### config.mk
export PLATFORM = sky130hd
export DESIGN_NAME = regfile_wr_arbiter_flat
export DESIGN_NICKNAME = d
export VERILOG_FILES = /design/src/rtl/regfile_wr_arbiter_if.sv /design/src/rtl/regfile_wr_arbiter.sv /design/src/flat_wrapper.sv
export SDC_FILE = /design/constraint.sdc
export NUM_CORES = 1
export LEC_CHECK = 0
export CAP_MARGIN = 20
export CORE_ASPECT_RATIO = 0.7
export CORE_MARGIN = 2
export CORE_UTILIZATION = 34
export CTS_CLUSTER_SIZE = 20
export DETAILED_ROUTE_END_ITERATION = 6
export HOLD_SLACK_MARGIN = 0.12
export PLACE_DENSITY = 0.78
export SLEW_MARGIN = 20
export SYNTH_ARGS = -nofsm -noshare
export SYNTH_HDL_FRONTEND = slang
export SYNTH_SLANG_ARGS = --single-unit
### constraint.sdc
create_clock -name clk -period 0.83 [get_ports clk]
set_input_delay 0.1245 -clock clk [delete_from_list [all_inputs] [get_ports clk]]
set_output_delay 0.1245 -clock clk [all_outputs]
set_load 0.05 [all_outputs]
### src/rtl/regfile_wr_arbiter_if.sv
// Writeback request bus shared by all sources competing for the regfile write port.
// master = writeback sources, slave = arbiter.
interface regfile_wr_arbiter_if #(
  parameter int NREQ = 3,
  parameter int AW   = 5,
  parameter int DW   = 32
);
  logic [NREQ-1:0]    req_valid;
  logic [NREQ-1:0]    req_ready;
  logic [NREQ*AW-1:0] req_addr;
  logic [NREQ*DW-1:0] req_data;

  modport master (
    output req_valid,
    output req_addr,
    output req_data,
    input  req_ready
  );

  modport slave (
    input  req_valid,
    input  req_addr,
    input  req_data,
    output req_ready
  );
endinterface

### src/rtl/regfile_wr_arbiter.sv
// Arbitrates the single regfile write port between NREQ writeback sources and registers the winner.
// Define WB_ARB_RR_EN for round-robin arbitration; otherwise fixed priority (lowest index wins).
module regfile_wr_arbiter #(
  parameter int NREQ = 3,
  parameter int AW   = 5,
  parameter int DW   = 32,
  parameter int IW   = 3
) (
  input  logic                 clk,
  input  logic                 rst,
  regfile_wr_arbiter_if.slave  req,
  input  logic                 flush,
  output logic                 we,
  output logic [AW-1:0]        waddr,
  output logic [DW-1:0]        wdata,
  output logic [IW-1:0]        grant_id
);

  logic          win_any;
  logic [IW-1:0] win_idx;
  logic [AW-1:0] win_addr;
  logic [DW-1:0] win_data;
  logic          transfer;

`ifdef WB_ARB_RR_EN
  logic [IW-1:0] last;
  int            dist;
  int            best_dist;

  // Each valid requester gets its distance from last+1 (mod NREQ); the smallest distance wins.
  always_comb begin
    win_any   = 1'b0;
    win_idx   = '0;
    dist      = 0;
    best_dist = NREQ;
    for (int i = 0; i < NREQ; i++) begin
      dist = (i + 2 * NREQ - int'(last) - 1) % NREQ;
      if (req.req_valid[i] && (dist < best_dist)) begin
        best_dist = dist;
        win_any   = 1'b1;
        win_idx   = IW'(i);
      end
    end
  end

  always_ff @(posedge clk or negedge rst) begin
    if (!rst) begin
      last <= IW'(NREQ - 1);
    end else if (transfer) begin
      last <= win_idx;
    end
  end
`else
  // Descending scan so the lowest valid index is the last one written.
  always_comb begin
    win_any = 1'b0;
    win_idx = '0;
    for (int i = NREQ - 1; i >= 0; i--) begin
      if (req.req_valid[i]) begin
        win_any = 1'b1;
        win_idx = IW'(i);
      end
    end
  end
`endif

  assign transfer = win_any && !flush;

  always_comb begin
    req.req_ready = '0;
    for (int i = 0; i < NREQ; i++) begin
      req.req_ready[i] = transfer && (win_idx == IW'(i));
    end
  end

  always_comb begin
    win_addr = '0;
    win_data = '0;
    for (int i = 0; i < NREQ; i++) begin
      if (win_idx == IW'(i)) begin
        win_addr = req.req_addr[i*AW +: AW];
        win_data = req.req_data[i*DW +: DW];
      end
    end
  end

  // An accepted write to register 0 is consumed but never raises we.
  always_ff @(posedge clk or negedge rst) begin
    if (!rst) begin
      we       <= 1'b0;
      waddr    <= '0;
      wdata    <= '0;
      grant_id <= '0;
    end else begin
      we <= transfer && (win_addr != '0);
      if (transfer) begin
        waddr    <= win_addr;
        wdata    <= win_data;
        grant_id <= win_idx;
      end
    end
  end

endmodule

### src/flat_wrapper.sv
// flat-port wrapper written by rule: the top's interface ports become plain ports
module regfile_wr_arbiter_flat 
#(
  parameter int NREQ = 3,
  parameter int AW   = 5,
  parameter int DW   = 32,
  parameter int IW   = 3
)
  (clk, rst, flush, we, waddr, wdata, grant_id, req_req_valid, req_req_addr, req_req_data, req_req_ready);
  regfile_wr_arbiter_if #(.NREQ(NREQ), .AW(AW), .DW(DW)) req_i ();
  input  logic clk;
  input  logic rst;
  input  logic flush;
  output logic we;
  output logic [AW-1:0] waddr;
  output logic [DW-1:0] wdata;
  output logic [IW-1:0] grant_id;
  input wire logic [$bits(req_i.req_valid)-1:0] req_req_valid;
  input wire logic [$bits(req_i.req_addr)-1:0] req_req_addr;
  input wire logic [$bits(req_i.req_data)-1:0] req_req_data;
  output wire logic [$bits(req_i.req_ready)-1:0] req_req_ready;
  assign req_i.req_valid = req_req_valid;
  assign req_i.req_addr = req_req_addr;
  assign req_i.req_data = req_req_data;
  assign req_req_ready = req_i.req_ready;
  regfile_wr_arbiter #(.NREQ(NREQ), .AW(AW), .DW(DW), .IW(IW)) u_core (.clk(clk), .rst(rst), .req(req_i), .flush(flush), .we(we), .waddr(waddr), .wdata(wdata), .grant_id(grant_id));
endmodule
==> results of run 1 <==
==> power by group through the flow <==
stage | sequential [mW] | combinational, mW | clock [mW]
5_1_grt | 2.63 | 5.05 | 1.37
6_report | 2.60 | 4.86 | 1.22
4_1_cts | 2.59 | 4.39 | 1.25
2_1_floorplan | 3.51 | 0.875 | 0
3_5_place_dp | 2.63 | 4.12 | 0
3_3_place_gp | 2.61 | 4.07 | 0
==> area by class of cell <==
type | instances | share of cell area [%]
clock inverter | 1 | 0.0854
clock buffer | 7 | 1.30
sequential | 40 | 17.1
multi-input combinational | 203 | 32.7
tap | 98 | 2.09
timing repair buffer | 222 | 46.6
inverter | 2 | 0.128
==> worst max-delay path, cell delays in order <==
cell and delay, ns:
buf_12 0.11, buf_6 0.11, nor2b_4 0.11, buf_6 0.12, nor3b_4 0.25, buf_12 0.17
==> metrics by stage <==
step	setup WS [ns]	total power, mW
5_1_grt	-0.349	9.05
4_1_cts	-0.298	8.23
6_report	-0.307	8.68
3_3_place_gp	-0.801	6.68
3_5_place_dp	-0.882	6.75
2_1_floorplan	-0.377	4.39
==> cells by family (layout without fill, tap and decap cells) <==
family	Yosys count	after routing
simple gates	53	54
other cells	1	1
buf+inv	27	232
mux	32	32
compound gates	116	116
flops	40	40
==> how the worst min path moves through the flow <==
stage	startpoint	to	slack [ns]	depth (start not counted)
4_1_cts	req_req_addr[4]	u_core.waddr[4]	0.32	3
5_1_grt	req_req_data[24]	u_core.wdata[24]	0.28	4
3_3_place_gp	rst	u_core.grant_id[0]	0.11	2
3_5_place_dp	rst	u_core.waddr[0]	0.11	2
6_report	req_req_data[21]	u_core.wdata[21]	0.28	4
2_1_floorplan	rst	u_core.grant_id[0]	-0.17	0
==> sequential cells by signal, summed over array words and instances (netlist names) <==
name and flops:
u_core.waddr 5, u_core.grant_id 2, u_core.we 1, u_core.wdata 32
==> per-layer routing <==
metal | global-route usage, % | vias up | wire (um)
met3 | 7.65 | 31 | 959
li1 | - | 1402 | -
met2 | 39.8 | 144 | 5530
met5 | 0 | - | 0
met4 | 10.5 | 0 | 409
met1 | 28.1 | 1479 | 4590
==> repair_timing <==
action | in CTS | in global routing
endpoints found under the setup margin | 83 | 83
hold buffers | 1 | 0
hold endpoints to repair | 40 | 0
pin swaps | 12 | 39
resized for setup | 54 | 114
buffers inserted | 22 | 14
cloned | 5 | 1
==> cells in the final DEF, fill, tap and decap left out, types with 5 or more instances in the layout <==
cell type	instances
buf_12	53
clkdlybuf4s50_1	94
buf_6	16
clkbuf_8	5
o21ai_2	11
o21ai_1	24
mux2_2	14
nor2b_1	24
dfrtp_1	38
dlygate4sd2_1	10
a22oi_2	9
buf_4	36
a21oi_2	20
dlymetal6s2s_1	7
mux2_4	18
and2b_1	5
a21oi_4	13
a22oi_1	24
==> impl_summary.log, run 1 <==
[metrics] failing checks: negative setup slack
[metrics] initial core utilization: 35.2%
[metrics] most area-consuming cells after synthesis: dfrtp_1 39%, mux2_2 14%, a22oi_1 9.6%, nor2b_1 7.0%, a21oi_1 7.0%
[metrics] area of placed instances: 4810 um^2
[metrics] top fanout value on the critical path: 5
[metrics] mean post-synth cell area: 9.59 um^2
[metrics] aggregate global routing overflow: 0
[metrics] final setup skew: 0 ns
[metrics] cell total after placement: 526
[metrics] cell internal pwr: 5.47 mW
[metrics] proportion of synthesized chip area in sequential cells: 38.8%
[metrics] clock latency on the worst-skew pair: 0.28 ns
[metrics] post-synthesis adder-cell area fraction: 0%
[metrics] clock sink count: 40
[metrics] worst hold slack: 0.282 ns
[metrics] final worst slack: -0.307 ns
[metrics] layout overhead on the synthesized area: 127%
[metrics] Critical Path Sink Type: output pin
[metrics] maximum number of buffers from clock root to sink: 2
[metrics] via density per instance: 5.33
[metrics] xor/xnor cell area share of the yosys netlist: 0%
[metrics] number of setup violations in the final report: 82
[metrics] TritonCTS clock tree: yes
[metrics] Vert. Die Dim: 76.9 um
[metrics] combined area of all synthesized cells: 2580 um^2
[metrics] Worst Setup EP: req_req_ready[2]
[metrics] worst reg-to-reg setup slack: -0.11 ns
[metrics] class of the tightest hold or removal check: input pin to register
[metrics] EDFF count, synth: 0
[metrics] weighted congestion at the end of routability-driven global placement: 0.794
[metrics] CTS root buffer: clkbuf_8
[metrics] Synth warnings: 0
[metrics] proportion of register bits with asynchronous set or reset after synthesis: 100%
[metrics] Multi-input gate area: 1910 um^2
[metrics] portion of total power attributed to sequential cells: 30.0%
[metrics] Worst IR Drop VDD: 0.874 mV
[metrics] area occupied by registers: 1000 um^2
[metrics] via total after detailed routing: 3056
[metrics] number of global-route vias before repair: 3134
[metrics] post-DP HPWL: 7050 um
[metrics] Req. time, crit path: 0.71 ns
[metrics] highest clock rate: 880 MHz
[metrics] most common flop cell mapped by yosys: dfrtp_1
[metrics] Final ANT Viol Nets: 0
[metrics] Max-cap violations: 0
[metrics] Gate power share: 56.0%
[metrics] cell taking the most area after synthesis: dfrtp_1
[metrics] Arr. time, crit path: 1.01 ns
[metrics] post-DR wirelength/cell: 20.1 um
[metrics] most used standard cell by instance count after synthesis: dfrtp_1
[metrics] Core Util, Final: 80.1%
[metrics] initial antenna violation count: 0
[metrics] post-synthesis net count: 386
[metrics] post-route DRC violation count: 0
[metrics] Min Clock Period, post-route: 1.14 ns
[metrics] result of the run: complete, but fails checks
[metrics] post-layout instance count excluding filler cells: 573
[metrics] unrepaired setup endpoints after global routing: true
[metrics] compound-gate portion of the synthesized area: 27.4%
[metrics] core area: 7320 um^2
[metrics] startpoint of the lowest-slack register-to-register path: u_core.wdata[9]
[metrics] depth of the worst register-to-register path: 2
[metrics] worst setup path startpoint: req_req_valid[0]
[metrics] relative contribution of the clock network to total power: 14.0%
[metrics] largest net degree at the start of global routing: 41
[metrics] Non-Filler Cell Area, Final: 5860 um^2
[metrics] overall global routing resource usage: 23.9%
[metrics] final-layout fill cell count: 407
[metrics] IO Pins: 161
[metrics] count of port buffers added during placement: 159
[metrics] Final Hold Violating Endpoints: 0
[metrics] main combinational cell family by area after synthesis: compound AO/OA/AOI/OAI gates
[metrics] basic-gate share of the synthesized area counting and, or, nand and nor cells: 12.6%
[metrics] wire length of the first global-routing pass: 15500 um
[metrics] Fin Setup TNS: -15.04 ns
[metrics] share of final-layout standard cells stronger than drive strength 1: 47.4%
[metrics] library cells used by synthesis: 35
[metrics] DRC marker count from the first detailed-route iteration: 99
[metrics] multiplexer area fraction after synthesis: 14.0%
[metrics] H-Tree Depth: 2
[metrics] Die Outline Area: 8310 um^2
[metrics] number of synthesized register bits: 40
[metrics] switching component of the power: 3.21 mW
[metrics] number of cell rows: 26
[metrics] Cell Pwr Density: 1480 nW/um^2
[metrics] start-to-end type of the worst setup path: input pin to output pin
[metrics] Critical Path Start Type: input pin
[metrics] switching part of the total power: 37.0%
[metrics] detailed-routing iteration count for the pre-antenna-repair pass: 4
[metrics] total count of max-transition violations in the final report: 0
[metrics] total routed wirelength: 11500 um
[metrics] Gate Count Post-Synth: 269
[metrics] RR Endpoint: u_core.wdata[9]
[metrics] Final period util: 137%
[metrics] Clk pin slew, worst setup/hold paths: 0.07 ns
[metrics] overall die width: 108 um
[metrics] share of the synthesized area in the top cell type: 38.8%
[metrics] number of clock buffers inserted by TritonCTS: 5
[metrics] leakage power total: 2.52 nW
[metrics] number of diodes added for antenna fixing: 0
[metrics] most frequent cells after synthesis: 40 x dfrtp_1, 36 x a21oi_1, 35 x o21ai_1, 33 x a22oi_1, 31 x mux2_2
[metrics] post-layout net count: 591
Note: power is estimated with default switching activity, not from simulation.
==> run 2, diff against run 1 <==
- ABC_AREA: not set -> 1
- CORE_UTILIZATION: 34 -> 32
- CTS_CLUSTER_DIAMETER: not set -> 50
==> impl_summary.log, run 2 <==
[metrics] failing checks: negative setup slack
[metrics] Slowest-stage cell, CP: o21ai_1
[metrics] Core Util, Final: 84.2%
[metrics] via density per instance: 5.15
[metrics] post-layout instance count excluding filler cells: 615
[metrics] crit-path most repeated cell: a21oi_2
[metrics] main combinational cell family by area after synthesis: simple AND/OR/NAND/NOR gates
[metrics] number of synthesized register bits: 40
[metrics] class of the tightest hold or removal check: input pin to register
[metrics] most used standard cell by instance count after synthesis: nand2_1
[metrics] top fanout value on the critical path: 4
[metrics] endpoint with the worst hold slack: u_core.grant_id[1]
[metrics] overall global routing resource usage: 25.8%
[metrics] Arr. time, crit path: 1.32 ns
[metrics] Min Clock Period, post-route: 1.11 ns
[metrics] highest-count cells in the layout ignoring fill and taps: 111 x clkdlybuf4s50_1, 79 x nand2_1, 56 x buf_12, 39 x dfrtp_1, 33 x a21oi_1
[metrics] Vert. Die Dim: 74.2 um
[metrics] Req. time, crit path: 1.04 ns
[metrics] worst hold slack: 0.205 ns
[metrics] flip-flop count of the largest register, all copies and words added: 32
[metrics] total count of max-transition violations in the final report: 0
[metrics] basic-gate share of the synthesized area counting and, or, nand and nor cells: 24.1%
[metrics] worst reg-to-reg setup slack: -0.03 ns
[metrics] H-Tree Depth: 2
[metrics] weighted congestion at the end of routability-driven global placement: 0.796
[metrics] register bank with the most flops: u_core.wdata
[metrics] layout overhead on the synthesized area: 154%
[metrics] logic depth of the worst setup path including buffers: 9
[metrics] detailed-routing iteration count for the pre-antenna-repair pass: 4
[metrics] maximum number of buffers from clock root to sink: 2
[metrics] largest net degree at the start of global routing: 41
[metrics] CP top delay family: buffers and inverters
[metrics] proportion of register bits with asynchronous set or reset after synthesis: 100%
[metrics] TritonCTS clock tree: yes
[metrics] via total after detailed routing: 3165
[metrics] initial antenna violation count: 0
[metrics] Final Hold Violating Endpoints: 0
[metrics] post-layout net count: 637
[metrics] overall die width: 104 um
[metrics] Non-Filler Cell Area, Final: 5710 um^2
[metrics] share of the synthesized area in the top cell type: 44.5%
[metrics] CTS root buffer: clkbuf_8
[metrics] Worst IR Drop VDD: 0.904 mV
[metrics] startpoint of the lowest-slack hold path: flush
[metrics] wire length of the first global-routing pass: 15500 um
[metrics] Critical Path Start Type: input pin
[metrics] post-DR wirelength/cell: 18.8 um
[metrics] pre-CTS worst setup slack: -0.908 ns
[metrics] cell total after placement: 573
[metrics] number of clock buffers inserted by TritonCTS: 5
[metrics] clock latency on the worst-skew pair: 0.30 ns
[metrics] initial core utilization: 33.1%
[metrics] Synth warnings: 0
[metrics] library cells used by synthesis: 19
[metrics] Final ANT Viol Nets: 0
[metrics] number of diodes added for antenna fixing: 0
[metrics] result of the run: complete, but fails checks
[metrics] final setup skew: 0 ns
[metrics] most common cell after layout, fill and taps aside: clkdlybuf4s50_1
[metrics] worst hold stages: 3
[metrics] depth of the worst register-to-register path: 3
[metrics] share of final-layout standard cells stronger than drive strength 1: 41.1%
[metrics] Die Outline Area: 7730 um^2
[metrics] start-to-end type of the worst setup path: input pin to register
[metrics] most common flop cell mapped by yosys: dfrtp_1
[metrics] final-layout fill cell count: 340
[metrics] total routed wirelength: 11600 um
[metrics] clock sink count: 40
[metrics] most area-consuming cells after synthesis: dfrtp_1 44%, nand2_1 20%, a21oi_1 14%, o21ai_1 8.7%, buf_6 2.5%
[metrics] startpoint of the lowest-slack register-to-register path: u_core.waddr[1]
[metrics] xor/xnor cell area share of the yosys netlist: 0%
[metrics] proportion of synthesized chip area in sequential cells: 44.5%
[metrics] leakage power total: 2.51 nW
[metrics] post-DP HPWL: 6460 um
[metrics] post-route DRC violation count: 0
[metrics] mean post-synth cell area: 7.16 um^2
[metrics] number of global-route vias before repair: 3166
[metrics] most frequent cells after synthesis: 119 x nand2_1, 65 x a21oi_1, 40 x dfrtp_1, 39 x o21ai_1, 10 x buf_2
[metrics] RR Endpoint: u_core.waddr[1]
[metrics] EDFF count, synth: 0
[metrics] count of port buffers added during placement: 159
[metrics] cell taking the most area after synthesis: dfrtp_1
[metrics] DRC marker count from the first detailed-route iteration: 201
[metrics] number of setup violations in the final report: 83
[metrics] Clk pin slew, worst setup/hold paths: 0.09 ns
[metrics] final worst slack: -0.284 ns
[metrics] Max-cap violations: 0
[metrics] Gate Count Post-Synth: 314
[metrics] Critical Path Sink Type: register
[metrics] leading registers by flop count: u_core.wdata: 32 flops, u_core.waddr: 5 flops, u_core.grant_id: 2 flops
[metrics] critical path, cell by cell: buf_8 -> buf_12 -> nor2_4 -> buf_6 -> buf_4 -> nand2_1 -> a21oi_2 -> a21oi_2 -> o21ai_1
[metrics] post-synthesis net count: 431
[metrics] number of cell rows: 25
[metrics] combined area of all synthesized cells: 2250 um^2
[metrics] aggregate global routing overflow: 0
[metrics] area of placed instances: 4590 um^2
[metrics] unrepaired setup endpoints after global routing: true
[metrics] multiplexer area fraction after synthesis: 0%
[metrics] highest clock rate: 898 MHz
[metrics] compound-gate portion of the synthesized area: 23.4%
[metrics] CP bufs+invs: 4
[metrics] stage delay of the slowest cell on the critical path: 0.20 ns
[metrics] Cell Pwr Density: 1600 nW/um^2
[metrics] post-synthesis adder-cell area fraction: 0%
[metrics] Final period util: 134%
[metrics] core area: 6790 um^2
[metrics] IO Pins: 161
==> run 2: cell count changes after synthesis, moves of 4 or more <==
cell,before,now
o21ai_1,35,39
nand2_1,4,119
and2b_1,5,0
nor2b_1,29,0
a22oi_1,33,0
mux2_2,31,0
nand3_1,0,9
a21oi_1,36,65
==> run 2: layout make-up <==
class	instances	area, um^2	area share (%)
clock buffers	5	68.8	1.20
inverters	8	51.3	0.898
well taps	94	118	2.06
multi-input cells	243	1510	26.3
clock inverters	3	90.1	1.58
flip-flops and latches	40	1000	17.5
repair buffers	222	2880	50.4
==> run 2: kinds of logic (layout without fill, tap and decap cells) <==
group,after synthesis,after routing
simple gates,137,137
compound gates,105,105
buf+inv,31,238
flops,40,40
other cells,1,1
==> run 2: worst reg2reg max path, delay by kind of cell, from the launching register on <==
kind,cells,cell delay (ns)
and+or+nand+nor,1,0.08
DFF,1,0.44
AOI/OAI and AO/OA,1,0.07
buffers and inverters,1,0.16
==> run 2: how the worst max path moves through the flow <==
| stage | slack [ns] | end | start |
|---|---|---|---|
| 2_1_floorplan | -0.17 | u_core.we | req_req_valid[1] |
| 3_3_place_gp | -0.84 | u_core.wdata[18] | req_req_valid[1] |
| 3_5_place_dp | -0.91 | u_core.wdata[1] | req_req_valid[0] |
| 4_1_cts | -0.19 | waddr[3] | u_core.waddr[3] |
| 5_1_grt | -0.32 | u_core.wdata[24] | req_req_valid[0] |
| 6_report | -0.28 | u_core.wdata[8] | req_req_valid[0] |
==> run 2: power breakdown <==
part | internal [mW] | switching (mW) | total (mW) | leakage [nW]
Clock | 1.51 | 0.752 | 2.26 | 0.0784
Sequential | 2.20 | 0.304 | 2.51 | 0.496
Combinational | 2.28 | 2.08 | 4.35 | 1.93
==> run 2: stage by stage <==
step | power (mW) | setup TNS [ns]
after floorplan | 3.97 | -5.01
after global placement | 6.02 | -34.20
after detailed placement | 6.09 | -36.04
after CTS | 8.71 | -10.32
after global routing | 9.42 | -15.58
final | 9.12 | -13.01
==> run 2: what timing repair did <==
item / CTS / global route
cloned: 5 / 4
buffers inserted: 19 / 8
endpoints found under the setup margin: 83 / 83
pin swaps: 37 / 32
hold buffers: 1 / 0
resized for setup: 99 / 68
endpoints found under the hold margin: 40 / 0
==> run 2: per-layer routing <==
layer,GRT usage [%],vias to the layer above,routed length [um]
li1,-,1451,-
met1,26.6,1518,4100
met2,51.4,155,6080
met3,7.27,41,960
met4,9.46,0,447
met5,0,-,0
==> run 3, diff against run 2 <==
- CTS_BUF_LIST: not set -> sky130_fd_sc_hd__clkbuf_16
==> impl_summary.log, run 3 (synthesized netlist as in run 2, its figures left out) <==
[metrics] result of the run: complete, but fails checks
[metrics] failing checks: negative setup slack
[metrics] Cell Pwr Density: 1720 nW/um^2
[metrics] register bank with the most flops: u_core.wdata
[metrics] Vert. Die Dim: 74.2 um
[metrics] most common cell after layout, fill and taps aside: clkdlybuf4s50_1
[metrics] layout overhead on the synthesized area: 149%
[metrics] post-layout net count: 642
[metrics] detailed-routing iteration count for the pre-antenna-repair pass: 4
[metrics] class of the tightest hold or removal check: input pin to register
[metrics] total design power: 9.62 mW
[metrics] number of cell rows: 25
[metrics] via density per instance: 5.16
[metrics] Min Clock Period, post-route: 1.18 ns
[metrics] Clk pin slew, worst setup/hold paths: 0.06 ns
[metrics] weighted congestion at the end of routability-driven global placement: 0.796
[metrics] IO Pins: 161
[metrics] total count of max-transition violations in the final report: 0
[metrics] Arr. time, crit path: 1.37 ns
[metrics] number of setup violations in the final report: 83
[metrics] leakage power total: 2.48 nW
[metrics] worst hold stages: 3
[metrics] post-DP HPWL: 6460 um
[metrics] number of diodes added for antenna fixing: 0
[metrics] start-to-end type of the worst setup path: input pin to register
[metrics] overall die width: 104 um
[metrics] Final Hold Violating Endpoints: 0
[metrics] highest clock rate: 851 MHz
[metrics] area of placed instances: 4590 um^2
[metrics] Die Outline Area: 7730 um^2
[metrics] depth of the worst register-to-register path: 4
[metrics] H-Tree Depth: 2
[metrics] Non-Filler Cell Area, Final: 5610 um^2
[metrics] total routed wirelength: 11600 um
[metrics] aggregate global routing overflow: 0
[metrics] flip-flop count of the largest register, all copies and words added: 32
[metrics] clock sink count: 40
[metrics] CTS root buffer: clkbuf_16
[metrics] maximum number of buffers from clock root to sink: 2
[metrics] wire length of the first global-routing pass: 15000 um
[metrics] Critical Path Sink Type: register
[metrics] leading registers by flop count: u_core.wdata: 32 flops, u_core.waddr: 5 flops, u_core.grant_id: 2 flops
[metrics] number of global-route vias before repair: 3038
[metrics] unrepaired setup endpoints after global routing: true
[metrics] clock latency on the worst-skew pair: 0.28 ns
[metrics] initial antenna violation count: 0
[metrics] number of clock buffers inserted by TritonCTS: 5
[metrics] final setup skew: 0 ns
[metrics] initial core utilization: 33.1%
[metrics] Worst IR Drop VDD: 1.21 mV
[metrics] Final period util: 142%
[metrics] via total after detailed routing: 3197
[metrics] highest-count cells in the layout ignoring fill and taps: 111 x clkdlybuf4s50_1, 100 x nand2_1, 51 x buf_12, 39 x dfrtp_1, 35 x a21oi_1
[metrics] core area: 6790 um^2
[metrics] DRC marker count from the first detailed-route iteration: 131
[metrics] Critical Path Start Type: input pin
[metrics] share of final-layout standard cells stronger than drive strength 1: 36.9%
[metrics] Req. time, crit path: 1.02 ns
[metrics] post-DR wirelength/cell: 18.7 um
[metrics] count of port buffers added during placement: 159
[metrics] final worst slack: -0.345 ns
[metrics] post-route DRC violation count: 0
[metrics] TritonCTS clock tree: yes
[metrics] Final ANT Viol Nets: 0
[metrics] top fanout value on the critical path: 2
[metrics] Max-cap violations: 0
[metrics] overall global routing resource usage: 25.0%
[metrics] largest net degree at the start of global routing: 41
-- run 3: metal layers --
| metal | wire length [um] | GRT usage [%] | vias up |
|---|---|---|---|
| li1 | - | - | 1461 |
| met1 | 4090 | 26.4 | 1544 |
| met5 | 0 | 0 | - |
| met4 | 458 | 4.95 | 0 |
| met3 | 867 | 6.84 | 40 |
| met2 | 6180 | 51.1 | 152 |
-- run 3: what timing repair did --
item	in CTS	in global routing
gates cloned	4	2
hold buffers	1	0
endpoints found under the hold margin	40	0
setup endpoints to repair	83	83
resized for setup	64	62
pin swaps	18	24
buffers inserted	19	14
-- run 3: per-stage QoR --
| stage | hold slack, ns | util, % | std cells | setup WS (ns) | setup TNS, ns |
|---|---|---|---|---|---|
| 2_1_floorplan | -0.171 | - | 314 | -0.168 | -5.01 |
| 3_3_place_gp | 0.110 | 67.6 | 573 | -0.836 | -34.20 |
| 3_5_place_dp | 0.116 | 67.6 | 573 | -0.908 | -36.04 |
| 4_1_cts | 0.260 | 77.0 | 605 | -0.197 | -10.58 |
| 5_1_grt | 0.244 | 82.6 | 620 | -0.317 | -15.12 |
| 6_report | 0.246 | 82.6 | 620 | -0.345 | -12.22 |
-- run 3: power breakdown --
part | switching (mW) | total, mW | internal, mW
registers | 0.301 | 2.51 | 2.21
logic | 2.04 | 4.30 | 2.25
clock network | 0.783 | 2.81 | 2.03
-- run 3: critical path, cell delays in order --
cell,delay [ns]
clkdlybuf4s50_1,0.53
nand3_1,0.17
nand3_2,0.13
nand2_2,0.08
nand3_1,0.12
nor2_1,0.06
nor2_1,0.16
-- run 3: path summary, 6_finish.rpt --
path	startpoint	endpoint	slack, ns
min	flush	u_core.grant_id[1]	0.25
max	req_req_addr[8]	u_core.we	-0.35
max reg2reg	u_core.wdata[2]	u_core.wdata[2]	-0.11
max in group asynchronous	rst	u_core.waddr[4]	0.26
min reg2reg	u_core.wdata[15]	u_core.wdata[15]	0.55
min in group asynchronous	rst	u_core.wdata[9]	0.35
-- run 3: area by class of cell --
class / instances / area, um^2
timing repair buffer: 227 / 2830
clock inverter: 3 / 90.1
tap: 94 / 118
sequential: 40 / 1000
inverter: 8 / 53.8
multi-input combinational: 243 / 1390
clock buffer: 5 / 125
fill: 387 / 1180
